### src/rtl/serial_bus_pkg.sv
// Shared definitions for the serial memory-link arbiter: FSM encodings,
// header bit layout and digit-count helpers.
package serial_bus_pkg;

    localparam logic [2:0] ST_IDLE  = 3'd0;
    localparam logic [2:0] ST_HDR   = 3'd1;
    localparam logic [2:0] ST_ADDR  = 3'd2;
    localparam logic [2:0] ST_WDATA = 3'd3;
    localparam logic [2:0] ST_WAIT  = 3'd4;
    localparam logic [2:0] ST_RDATA = 3'd5;

    // Header digit: start marker above the write flag, rest zero.
    localparam int HDR_START_BIT = 1;
    localparam int HDR_WRITE_BIT = 0;

    localparam int DEF_A = 16 / 2;
    localparam int DEF_D = 16 / 2;

    function automatic int num_digits(input int bits, input int io);
        return bits / io;
    endfunction

    function automatic int cnt_width(input int a, input int d);
        int m;
        m = (a > d) ? a : d;
        return (m > 1) ? $clog2(m) : 1;
    endfunction

endpackage

### src/rtl/bus_serdes.sv
// Shift register with parallel load, LSB-first digit shift-out and
// MSB-side digit shift-in; shared by the address and data phases.
module bus_serdes #(
    parameter int WIDTH   = 16,
    parameter int IO_BITS = 2
) (
    input  logic               clk,
    input  logic               reset,
    input  logic               load,
    input  logic [WIDTH-1:0]   load_val,
    input  logic               shift_out,
    input  logic               shift_in,
    input  logic [IO_BITS-1:0] din,
    output logic [IO_BITS-1:0] dout,
    output logic [WIDTH-1:0]   q
);

    always_ff @(posedge clk) begin
        if (reset)
            q <= '0;
        else if (load)
            q <= load_val;
        else if (shift_out)
            q <= {{IO_BITS{1'b0}}, q[WIDTH-1:IO_BITS]};
        else if (shift_in)
            q <= {din, q[WIDTH-1:IO_BITS]};
    end

    assign dout = q[IO_BITS-1:0];

endmodule

### src/rtl/serial_bus_arbiter.sv
// Round-robin sharing of the narrow serial memory link between the CPU port
// and the loader/debug port; serializes header/address/wdata, deserializes reads.
module serial_bus_arbiter
    import serial_bus_pkg::*;
#(
    parameter int IO_BITS   = 2,
    parameter int ADDR_BITS = 16,
    parameter int DATA_BITS = 16,
    parameter int TIMEOUT   = 64
) (
    input  logic                   clk,
    input  logic                   reset,
    input  logic [1:0]             req_valid,
    input  logic [1:0]             req_write,
    input  logic [2*ADDR_BITS-1:0] req_addr,
    input  logic [2*DATA_BITS-1:0] req_wdata,
    output logic [1:0]             req_ready,
    output logic                   resp_valid,
    output logic                   resp_id,
    output logic [DATA_BITS-1:0]   resp_rdata,
    output logic                   resp_err,
    output logic [IO_BITS-1:0]     tx_pins,
    input  logic [IO_BITS-1:0]     rx_pins,
    output logic                   busy
);

    localparam int A  = num_digits(ADDR_BITS, IO_BITS);
    localparam int D  = num_digits(DATA_BITS, IO_BITS);
    localparam int CW = cnt_width(A, D);
    localparam int TW = $clog2(TIMEOUT + 1);
    localparam logic [CW-1:0] A_LAST = CW'(A - 1);
    localparam logic [CW-1:0] D_LAST = CW'(D - 1);
    localparam logic [TW-1:0] T_LAST = TW'(TIMEOUT - 1);

    logic [2:0]           state;
    logic [CW-1:0]        cnt;
    logic [TW-1:0]        tcnt;
    logic                 last_grant, cur_write, cur_id;
    logic                 winner, accept;
    logic [IO_BITS-1:0]   hdr, addr_digit, data_digit;
    logic [DATA_BITS-1:0] data_q, rdata_next;
    logic [ADDR_BITS-1:0] unused_addr_q;
    logic [IO_BITS-1:0]   unused_data_dout;
    logic                 addr_shift, data_shift_out, data_shift_in;

    always_comb begin
        // On a tie, the requester that did not win last time goes first.
        winner    = (&req_valid) ? ~last_grant : req_valid[1];
        accept    = (state == ST_IDLE) && (|req_valid);
        req_ready = '0;
        if (accept)
            req_ready[winner] = 1'b1;
        hdr                = '0;
        hdr[HDR_START_BIT] = 1'b1;
        hdr[HDR_WRITE_BIT] = req_write[winner];
    end

    // tx_pins is loaded one cycle ahead, so the serdes shifts while the
    // previous digit is on the pins.
    assign addr_shift     = (state == ST_HDR) || (state == ST_ADDR);
    assign data_shift_out = (state == ST_WDATA) ||
                            ((state == ST_ADDR) && (cnt == A_LAST) && cur_write);
    assign data_shift_in  = (state == ST_RDATA);
    assign data_digit     = data_q[IO_BITS-1:0];
    assign rdata_next     = {rx_pins, data_q[DATA_BITS-1:IO_BITS]};
    assign busy           = (state != ST_IDLE);

    bus_serdes #(.WIDTH(ADDR_BITS), .IO_BITS(IO_BITS)) u_addr_sr (
        .clk      (clk),
        .reset    (reset),
        .load     (accept),
        .load_val (req_addr[winner*ADDR_BITS +: ADDR_BITS]),
        .shift_out(addr_shift),
        .shift_in (1'b0),
        .din      ('0),
        .dout     (addr_digit),
        .q        (unused_addr_q)
    );

    bus_serdes #(.WIDTH(DATA_BITS), .IO_BITS(IO_BITS)) u_data_sr (
        .clk      (clk),
        .reset    (reset),
        .load     (accept),
        .load_val (req_wdata[winner*DATA_BITS +: DATA_BITS]),
        .shift_out(data_shift_out),
        .shift_in (data_shift_in),
        .din      (rx_pins),
        .dout     (unused_data_dout),
        .q        (data_q)
    );

    always_ff @(posedge clk) begin
        if (reset) begin
            state      <= ST_IDLE;
            cnt        <= '0;
            tcnt       <= '0;
            last_grant <= 1'b1;
            cur_write  <= 1'b0;
            cur_id     <= 1'b0;
            tx_pins    <= '0;
            resp_valid <= 1'b0;
            resp_id    <= 1'b0;
            resp_rdata <= '0;
            resp_err   <= 1'b0;
        end else begin
            resp_valid <= 1'b0;
            case (state)
                ST_IDLE: begin
                    if (accept) begin
                        state      <= ST_HDR;
                        cur_write  <= req_write[winner];
                        cur_id     <= winner;
                        last_grant <= winner;
                        tx_pins    <= hdr;
                        cnt        <= '0;
                        tcnt       <= '0;
                    end
                end
                ST_HDR: begin
                    state   <= ST_ADDR;
                    tx_pins <= addr_digit;
                end
                ST_ADDR: begin
                    if (cnt == A_LAST) begin
                        cnt <= '0;
                        if (cur_write) begin
                            state   <= ST_WDATA;
                            tx_pins <= data_digit;
                        end else begin
                            state   <= ST_WAIT;
                            tx_pins <= '0;
                        end
                    end else begin
                        cnt     <= cnt + CW'(1);
                        tx_pins <= addr_digit;
                    end
                end
                ST_WDATA: begin
                    if (cnt == D_LAST) begin
                        cnt        <= '0;
                        state      <= ST_IDLE;
                        tx_pins    <= '0;
                        resp_valid <= 1'b1;
                        resp_id    <= cur_id;
                        resp_rdata <= '0;
                        resp_err   <= 1'b0;
                    end else begin
                        cnt     <= cnt + CW'(1);
                        tx_pins <= data_digit;
                    end
                end
                ST_WAIT: begin
                    if (rx_pins[0]) begin
                        state <= ST_RDATA;
                    end else if (tcnt == T_LAST) begin
                        state      <= ST_IDLE;
                        resp_valid <= 1'b1;
                        resp_id    <= cur_id;
                        resp_rdata <= '0;
                        resp_err   <= 1'b1;
                    end else begin
                        tcnt <= tcnt + TW'(1);
                    end
                end
                ST_RDATA: begin
                    if (cnt == D_LAST) begin
                        cnt        <= '0;
                        state      <= ST_IDLE;
                        resp_valid <= 1'b1;
                        resp_id    <= cur_id;
                        resp_rdata <= rdata_next;
                        resp_err   <= 1'b0;
                    end else begin
                        cnt <= cnt + CW'(1);
                    end
                end
                default: state <= ST_IDLE;
            endcase
        end
    end

endmodule

### config.mk
export PLATFORM = sky130hd
export DESIGN_NAME = serial_bus_arbiter
export DESIGN_NICKNAME = d
export VERILOG_FILES = /design/src/rtl/serial_bus_pkg.sv /design/src/rtl/bus_serdes.sv /design/src/rtl/serial_bus_arbiter.sv
export SDC_FILE = /design/constraint.sdc
export NUM_CORES = 1
export LEC_CHECK = 0
export ABC_AREA = 1
export CAP_MARGIN = 20
export CORE_MARGIN = 4
export CORE_UTILIZATION = 51
export CTS_CLUSTER_SIZE = 20
export DETAILED_ROUTE_END_ITERATION = 12
export PLACE_DENSITY = 0.81
export SLEW_MARGIN = 20
export SYNTH_ARGS = -nofsm -noshare
export SYNTH_HDL_FRONTEND = slang
export SYNTH_HIERARCHICAL = 1
export SYNTH_SLANG_ARGS = --single-unit
### constraint.sdc
create_clock -name clk -period 3 [get_ports clk]
set_clock_uncertainty 0.15 [all_clocks]
set_input_delay 0.6 -clock clk [delete_from_list [all_inputs] [get_ports clk]]
set_output_delay 0.6 -clock clk [all_outputs]
set_load 0.02 [all_outputs]
==> Word-level counts from Yosys, hierarchy flattened <==
Index checks and enable logic that the tools add are counted.
{ "op_classes": {"n_bitwise": 1, "order_cmp": 2, "eq_ne": 16, "add_sub_neg": 2, "mux": 47, "n_reduce_logical": 26, "n_shift": 2} }
{ "op_table": {"columns": ["cell", "n"], "rows": [
  ["16-bit 2-to-1 mux", 9],
  ["32-bit by 6-bit variable part select with 16-bit output", 2],
  ["16-bit case mux with 3 select lines", 1],
  ["3-bit 2-to-1 mux", 8],
  ["7-bit 2-to-1 mux", 3],
  ["3-bit case mux with 5 select lines", 1],
  ["7-bit case mux with 2 select lines", 1],
  ["1-bit 2-to-1 mux", 13],
  ["4-bit AND reduction", 3],
  ["2-bit 2-to-1 mux", 5],
  ["3-bit equality test, second input constant", 3],
  ["3-bit nonzero test", 3],
  ["2-bit by 1-bit != test with 1-bit output, second input constant", 4],
  ["2-bit != test, second input constant", 4],
  ["2-bit case mux with 4 select lines", 1],
  ["2-bit AND reduction", 4],
  ["2-bit nonzero test", 4],
  ["7-bit by 1-bit adder with 7-bit output, second input constant", 1],
  ["7-bit by 6-bit equality test with 1-bit output, second input constant", 1],
  ["3-bit by 2-bit equality test with 1-bit output, second input constant", 2],
  ["1-bit case mux with 2 select lines", 3],
  ["3-bit case mux with 2 select lines", 1],
  ["5-bit AND reduction", 1],
  ["1-bit logical AND", 4],
  ["12 further kinds", 14]
]} }
{ "word_totals": {"output_inout_bits": 24, "input_bits": 72, "register_bits": 69, "wordCells": 109} }

==> Logic depth before layout (Yosys ltp) <==
Gate-level depths: netlist of run 1.
{ "depth": {"word_depth": 7, "depth_mapped": 11, "mapped_depth_nobuf": 10} }

==> By module <==
The synthesis of run 1 kept the hierarchy.
{ "modules_own_cells": {"columns": ["mod", "cells_each", "seq_area_each_um2", "n_inst", "area_each_um2"], "rows": [
  ["serial_bus_arbiter", 383, 740.7, 1, 2353.5],
  ["bus_serdes", 160, 320.3, 2, 980.9]
]} }

==> Worst setup path before layout of run 1 <==
Ideal clock, no wire load.
{ "synth_timing": {"path_kind": "register -> register", "from": "reg cnt[0]", "to": "reg u_data_sr.q[10]", "required_ns": 2.739, "stages_incl_launch_ff": 12, "path_buffers": 2, "setup_time_ns": 0.111, "arrival_time_ns": 1.973, "period_less_slack_ns": 2.234, "setup_slack_ns": 0.766, "path_cell_list": "dfxtp_1 -> ha_1 -> ha_1 -> clkbuf_2 -> inv_1 -> o21ai_0 -> inv_1 -> nand2_4 -> nor2_4 -> buf_6 -> nor2_1 -> nor2_1"} }
{ "synth_via": {"elab_chain_cells": 6, "word_cells_on_any_way": 7, "cone_classes": "eq/ne (1); mux (2); reduce/logical (4)"} }
{ "synth_lines": {"columns": ["element", "line_no", "source"], "rows": [
  ["from (decl)", "serial_bus_arbiter.sv:36", "logic [CW-1:0] cnt;"],
  ["from (signal assigned)", "serial_bus_arbiter.sv:134", "cnt <= cnt + CW'(1);"],
  ["from (signal assigned)", "serial_bus_arbiter.sv:148", "cnt <= cnt + CW'(1);"],
  ["from (signal assigned)", "serial_bus_arbiter.sv:174", "cnt <= cnt + CW'(1);"],
  ["3-bit equality test *", "serial_bus_arbiter.sv:62", "((state == ST_ADDR) && (cnt == A_LAST) && cur_write);"],
  ["1-bit logical AND * (2 in a row)", "serial_bus_arbiter.sv:62", null],
  ["1-bit logical OR *", "serial_bus_arbiter.sv:61", "assign data_shift_out = (state == ST_WDATA) ||"],
  ["net data_shift_out", "serial_bus_arbiter.sv:44", "logic addr_shift, data_shift_out, data_shift_in;"],
  ["16-bit 2-to-1 mux", "bus_serdes.sv:23", "else if (shift_out)"],
  ["16-bit 2-to-1 mux", "bus_serdes.sv:21", "else if (load)"],
  ["to (signal assigned)", "bus_serdes.sv:22", "q <= load_val;"],
  ["to (signal assigned)", "bus_serdes.sv:24", "q <= {{IO_BITS{1'b0}}, q[WIDTH-1:IO_BITS]};"],
  ["to (signal assigned)", "bus_serdes.sv:26", "q <= {din, q[WIDTH-1:IO_BITS]};"],
  ["to (decl)", "bus_serdes.sv:15", "output logic [WIDTH-1:0] q"]
]} }
Mark *: on every way through the listed nets, which the timed path passes. The rest lies on a longest branch.
A chain may end at the register's enable or synchronous reset.

==> Worst setup path in the final report of run 1 <==
{ "layout_timing": {"from": "in req_valid[1]", "to": "out req_ready[0]"} }
{ "layout_via": {"word_cells_on_any_way": 10, "cone_classes": "order compare (2); mux (4); reduce/logical (4)"} }
{ "layout_rtl": {"columns": ["element", "line_no", "source"], "rows": [
  ["from (decl)", "serial_bus_arbiter.sv:13", "input logic [1:0] req_valid,"],
  ["2-bit OR reduction", "serial_bus_arbiter.sv:49", "accept = (state == ST_IDLE) && (|req_valid);"],
  ["1-bit logical AND", "serial_bus_arbiter.sv:49", null],
  ["net accept", "serial_bus_arbiter.sv:39", "logic winner, accept;"],
  ["2-bit 2-to-1 mux", "serial_bus_arbiter.sv:51", "if (accept)"],
  ["to (decl)", "serial_bus_arbiter.sv:17", "output logic [1:0] req_ready,"]
]} }
The timed path passes the listed nets, and every way through them passes these cells.

==> results.md, run 1 <==
* Yosys warning count at 6
* Per-cell routed wire length at ~12 um
* Die ar. at 9970 um^2
* Clk buf depth at 2
* Total core area at approximately 8200 um^2
* Slew @ Worst Pin at around 580 ps
* Worst skew pair latency at between 300 and 400 ps
* Clk slew on worst S/H paths at about 70 ps
* Gate Count Post-Synth at 701
* Sink Count at slightly below 70
* # fillers at ~750
* Vias in the first global route at slightly above 4k
* Initial core utilization at 0.523
* DR pass1 iterations at 5
* CP required at 2250 ps
* CTS resizes at 0
* Final setup vio count at 0
* Period utilisation layout at 0.940
* Die width at ~100 um
* Max Fclk at 354 MHz
* Slew headroom at 0.611
* P&R area growth vs syn at 26.8%
* Final wirelength at ~11 mm
* Clock root cell: clkbuf_8
* Syn avg cell area at slightly above 6 um^2
* FF+latch area at roughly 1400 um^2
* Die Span Y at 99.8 um
* RSZ-0062 raised after global routing: false
* Fraction of layout cells with a size suffix above 1 at 0.0616
* Peak VDD IR at between 0.3 and 0.4 mV
* DP Worst Slack at about 180 ps
* Initial antenna violation count at 0
* Post-CTS Setup Repair Bufs at 0
* Num ports at 96
* Gpl congestion at between 0.8 and 0.9
* CTS tree: yes
* Minimum clock period after layout at 2820 ps
* Drt first-iter violations at about 250
* Setup tns final at 0 ps
* Cts bufs inserted at 9
* Global-route wire length before repair at about 18 mm
* Slowest cell delay on critical path at approximately 600 ps
* Crit path max fanout at 3
* Synthesized cell area at 4300 um^2
* Pin count of the biggest net entering global routing at 40
* Final Max Slew Viols at 0
* WS Path Type: in -> out
* Final worst slack at approximately 180 ps
* # nets final at between 800 and 900
* Hold_buf cts at 0
* Vias per inst at between 4 and 5
* DP Wirelength at ~7.8 mm
* Grt ovf at 0
* CTS H-tree lvls at 3
* CP Cell Sequence: clkdlybuf4s50_1, nor2_1, nor2_4, inv_1, nor2_1, clkdlybuf4s50_1
* Vias at 4419
* ANT cells at 0
* Worst path arrival time at between 2000 and 2500 ps
* Max-cap viol count at 0
* Final Hold Viols at 0
* PD cells at about 750 nW/um^2
* Buffers added on ports at 95
* Setup crit end kind: output pin
* DRC viols at 0
* Antenna-violating nets left at 0
* Worst setup SP type: primary input
* Worst hold path type: reg -> reg
* Leak pwr at roughly 2.8 nW
* FP Rows at 33
* Area of the multi-input gates at about 2400 um^2
* GRT Resource Usage Total at 0.216
* Status: completed
* CP max stage cell: clkdlybuf4s50_1
==> worst paths after layout <==
| kind | startpoint | end | slack (ps) | cells past startpoint |
|---|---|---|---|---|
| setup / recovery | req_valid[1] | req_ready[0] | 180 | 6 |
| setup reg to reg | state[0] | u_data_sr/q[0] | 700 | 9 |
| hold reg to reg | last_grant | last_grant | 310 | 2 |
| hold / removal | last_grant | last_grant | 310 | 2 |
==> registers in the layout, indices dropped and copies added, names as in the netlist <==
register     cells
resp_rdata      16
u_addr_sr/q     16
u_data_sr/q     16
tcnt             7
cnt              3
state            3
tx_pins          2
cur_id           1
cur_write        1
last_grant       1
resp_err         1
resp_id          1
resp_valid       1
==> per-layer routing <==
metal / GRT usage / routed length, um
met2: 0.349 / 5070
met5: 0 / 0
met1: 0.280 / 4780
met4: 0.0914 / 239
met3: 0.0438 / 675
==> area by class of cell <==
class | instances | area share
well taps | 105 | 0.0241
inverters | 74 | 0.0555
clock buffers | 9 | 0.0227
clock inverters | 7 | 0.0179
repair buffers | 105 | 0.188
multi-input cells | 531 | 0.438
flip-flops and latches | 69 | 0.253
==> stage by stage <==
| step | power (mW) | area, um^2 | utilization | std cells | hold slack, ps |
|---|---|---|---|---|---|
| 6_report | 4.07 | 5450 | 0.663 | 900 | 315 |
| 5_1_grt | 4.41 | 5450 | 0.663 | 900 | 340 |
| 4_1_cts | 4.07 | 5450 | 0.663 | 900 | 317 |
| 3_5_place_dp | 3.21 | 5230 | 0.637 | 884 | 300 |
| 3_3_place_gp | 3.15 | 5230 | 0.637 | 884 | 297 |
| 2_1_floorplan | 2.87 | 4320 | - | 706 | 279 |
==> cell usage in the layout, fill, tap and decap left out, types with 2 or more instances in the layout <==
master           count
a21boi_0             4
a21oi_1             14
a22oi_1             15
buf_4               10
bufinv_16            2
clkbuf_8             9
clkdlybuf4s50_1     95
clkinv_8             2
clkinvlp_4           2
conb_1               6
dfxtp_1             69
ha_1                 3
inv_1               68
inv_2                3
nand2_1            278
nand2_4              5
nand2_8              2
nand3_1             50
nand4_1              2
nor2_1             109
nor2_4               4
nor2_8               3
nor3b_1              2
o21ai_0             18
o21ai_1             10
==> critical path, delay by kind of cell <==
family	cells	cell delay [ps]
buf+inv	3	1180
simple gates	3	300
==> power by group <==
part,internal (mW),leakage [nW],total (mW),switching (mW)
Combinational,0.686,2.10,1.86,1.17
Clock,0.470,0.106,0.846,0.376
Sequential,1.17,0.565,1.37,0.197
Total,2.33,2.77,4.07,1.74
(Power assumes the default switching activity.)
==> run 2: changes to the inputs <==
--- a/config.mk
+++ b/config.mk
@@ -6,12 +6,12 @@
 export NUM_CORES = 1
 export LEC_CHECK = 0
 export ABC_AREA = 1
-export CAP_MARGIN = 20
 export CORE_MARGIN = 4
 export CORE_UTILIZATION = 51
 export CTS_CLUSTER_SIZE = 20
 export DETAILED_ROUTE_END_ITERATION = 12
 export PLACE_DENSITY = 0.81
+export SETUP_SLACK_MARGIN = 0.2
 export SLEW_MARGIN = 20
 export SYNTH_ARGS = -nofsm -noshare
 export SYNTH_HDL_FRONTEND = slang
==> run 2 against run 1 <==
Compared with the run above: total power shrank 0.12%; sequential share of layout area is essentially flat; global-route usage is the same; hold slack is the same; combinational power is essentially flat; register-to-register slack is essentially flat; die area is the same; critical endpoint is now busy.
==> results.md, run 2 (synthesis results as in run 1) <==
* Setup crit end kind: output pin
* GRT Resource Usage Total at 0.216 (unchanged)
* CP required at 2250 ps (about the same)
* Worst setup SP type: flop
* Drt first-iter violations at 248 (unchanged)
* Slew @ Worst Pin at 584 ps (+0.316 ps)
* FP Rows at 33 (unchanged)
* Clk slew on worst S/H paths at 80 ps (about the same)
* Final setup vio count at 0 (unchanged)
* Worst path arrival time at 1850 ps (-220 ps)
* Leak pwr at 2.79 nW (+0.66%)
* Crit path max fanout at 9 (+6)
* Clock root cell: clkbuf_8
* Worst skew pair latency at 350 ps (about the same)
* DP Wirelength at 7.84 mm (unchanged)
* Most common cell after layout, fill and taps aside: nand2_1
* Per-cell routed wire length at 12.0 um (about the same)
* WS Path Type: reg -> out
* CTS tree: yes
* Most frequent cells in the layout: nand2_1, nor2_1, clkdlybuf4s50_1, dfxtp_1, inv_1
* Area of the multi-input gates at 2390 um^2 (unchanged)
* Die width at 99.8 um (unchanged)
* # nets final at 865 (unchanged)
* Period utilisation layout at 0.867 (-0.0731)
* # fillers at 746 (+0.13%)
* Die ar. at 9970 um^2 (unchanged)
* Slew headroom at 0.611 (about the same)
* DR pass1 iterations at 5 (unchanged)
* Status: completed
* Buffers added on ports at 95 (unchanged)
* Initial core utilization at 0.523 (unchanged)
* PD cells at 745 nW/um^2 (-0.14%)
* Pin count of the biggest net entering global routing at 40 (unchanged)
* Final worst slack at 398 ps (+219 ps)
* Sink Count at 69 (unchanged)
* Global-route wire length before repair at 17.7 mm (unchanged)
* Worst hold path type: reg -> reg
* Minimum clock period after layout at 2600 ps (-219 ps)
* Gpl congestion at 0.865 (unchanged)
* Cts bufs inserted at 9 (unchanged)
* DRC viols at 0 (unchanged)
* Clk buf depth at 2 (unchanged)
* Regs by FF count: resp_rdata x16, u_addr_sr/q x16, u_data_sr/q x16
* Die Span Y at 99.8 um (unchanged)
* Post-CTS Setup Repair Bufs at 0 (unchanged)
* Antenna-violating nets left at 0 (unchanged)
* ANT cells at 0 (unchanged)
* FF+latch area at 1380 um^2 (unchanged)
* Final wirelength at 10.8 mm (about the same)
* RSZ-0062 raised after global routing: false
* Vias per inst at 4.91 (about the same)
* Vias at 4421 (+0.045%)
* Final Max Slew Viols at 0 (unchanged)
* DP Worst Slack at 178 ps (unchanged)
* Fin util at 0.664 (about the same)
* Max Fclk at 384 MHz (+8.4%)
* P&R area growth vs syn at 26.8% (about the same)
* Setup tns final at 0 ps (unchanged)
* Peak VDD IR at 0.357 mV (-0.11%)
* Initial antenna violation count at 0 (unchanged)
* CTS H-tree lvls at 3 (unchanged)
* Total core area at 8220 um^2 (unchanged)
* Final Hold Viols at 0 (unchanged)
* Vias in the first global route at 4040 (unchanged)
* Num ports at 96 (unchanged)
* Grt ovf at 0 (unchanged)
* Fraction of layout cells with a size suffix above 1 at 0.0616 (unchanged)
* Max-cap viol count at 0 (unchanged)
==> run 2: changes by cell type in the layout (fill, tap and decap cells not counted), sizes merged <==
| cell | delta |
|---|---|
| clkdlybuf4s50 | -2 |
| dlygate4sd2 | +1 |
| dlymetal6s2s | +1 |
==> run 2: critical path: stages (launching register included) <==
cell	delay [ps]
dfxtp_1	550
nor2_4	120
nand2_1	190
clkdlybuf4s50_1	640
==> run 2: worst paths after layout <==
kind,from,end,slack (ps),cells after the start
setup / recovery,state[0],busy,400,3
hold / removal,last_grant,last_grant,310,2
setup reg to reg,state[0],u_data_sr/q[0],700,9
hold reg to reg,last_grant,last_grant,310,2
==> run 2: repair_timing <==
item	4_1_cts	5_1_grt
hold buffers	0	0
resized for setup	1	1
setup endpoints to repair	1	1
==> run 2: power by group <==
part	switching [mW]	internal (mW)
clock network	0.376	0.470
logic	1.17	0.681
registers	0.197	1.17
==> run 2: layer usage <==
metal	vias up	GRT usage	part of all wire
li1	2337	-	-
met1	1925	0.280	0.44
met2	139	0.349	0.47
met3	20	0.0438	0.063
met4	0	0.0914	0.022
met5	-	0	0
==> run 2: area by class of cell <==
class | instances | share of cell area
Inverter | 74 | 0.0555
Multi-Input combinational cell | 531 | 0.438
Tap cell | 105 | 0.0241
Clock buffer | 9 | 0.0227
Sequential cell | 69 | 0.253
Clock inverter | 7 | 0.0179
Timing Repair Buffer | 105 | 0.188
==> run 2: through the flow <==
step           cells  area (um^2)  hold WS (ps)  power, mW
6_report         900         5450           315       4.06
5_1_grt          900         5450           340       4.41
4_1_cts          900         5450           317       4.07
3_5_place_dp     884         5230           300       3.21
3_3_place_gp     884         5230           297       3.15
2_1_floorplan    706         4320           279       2.87
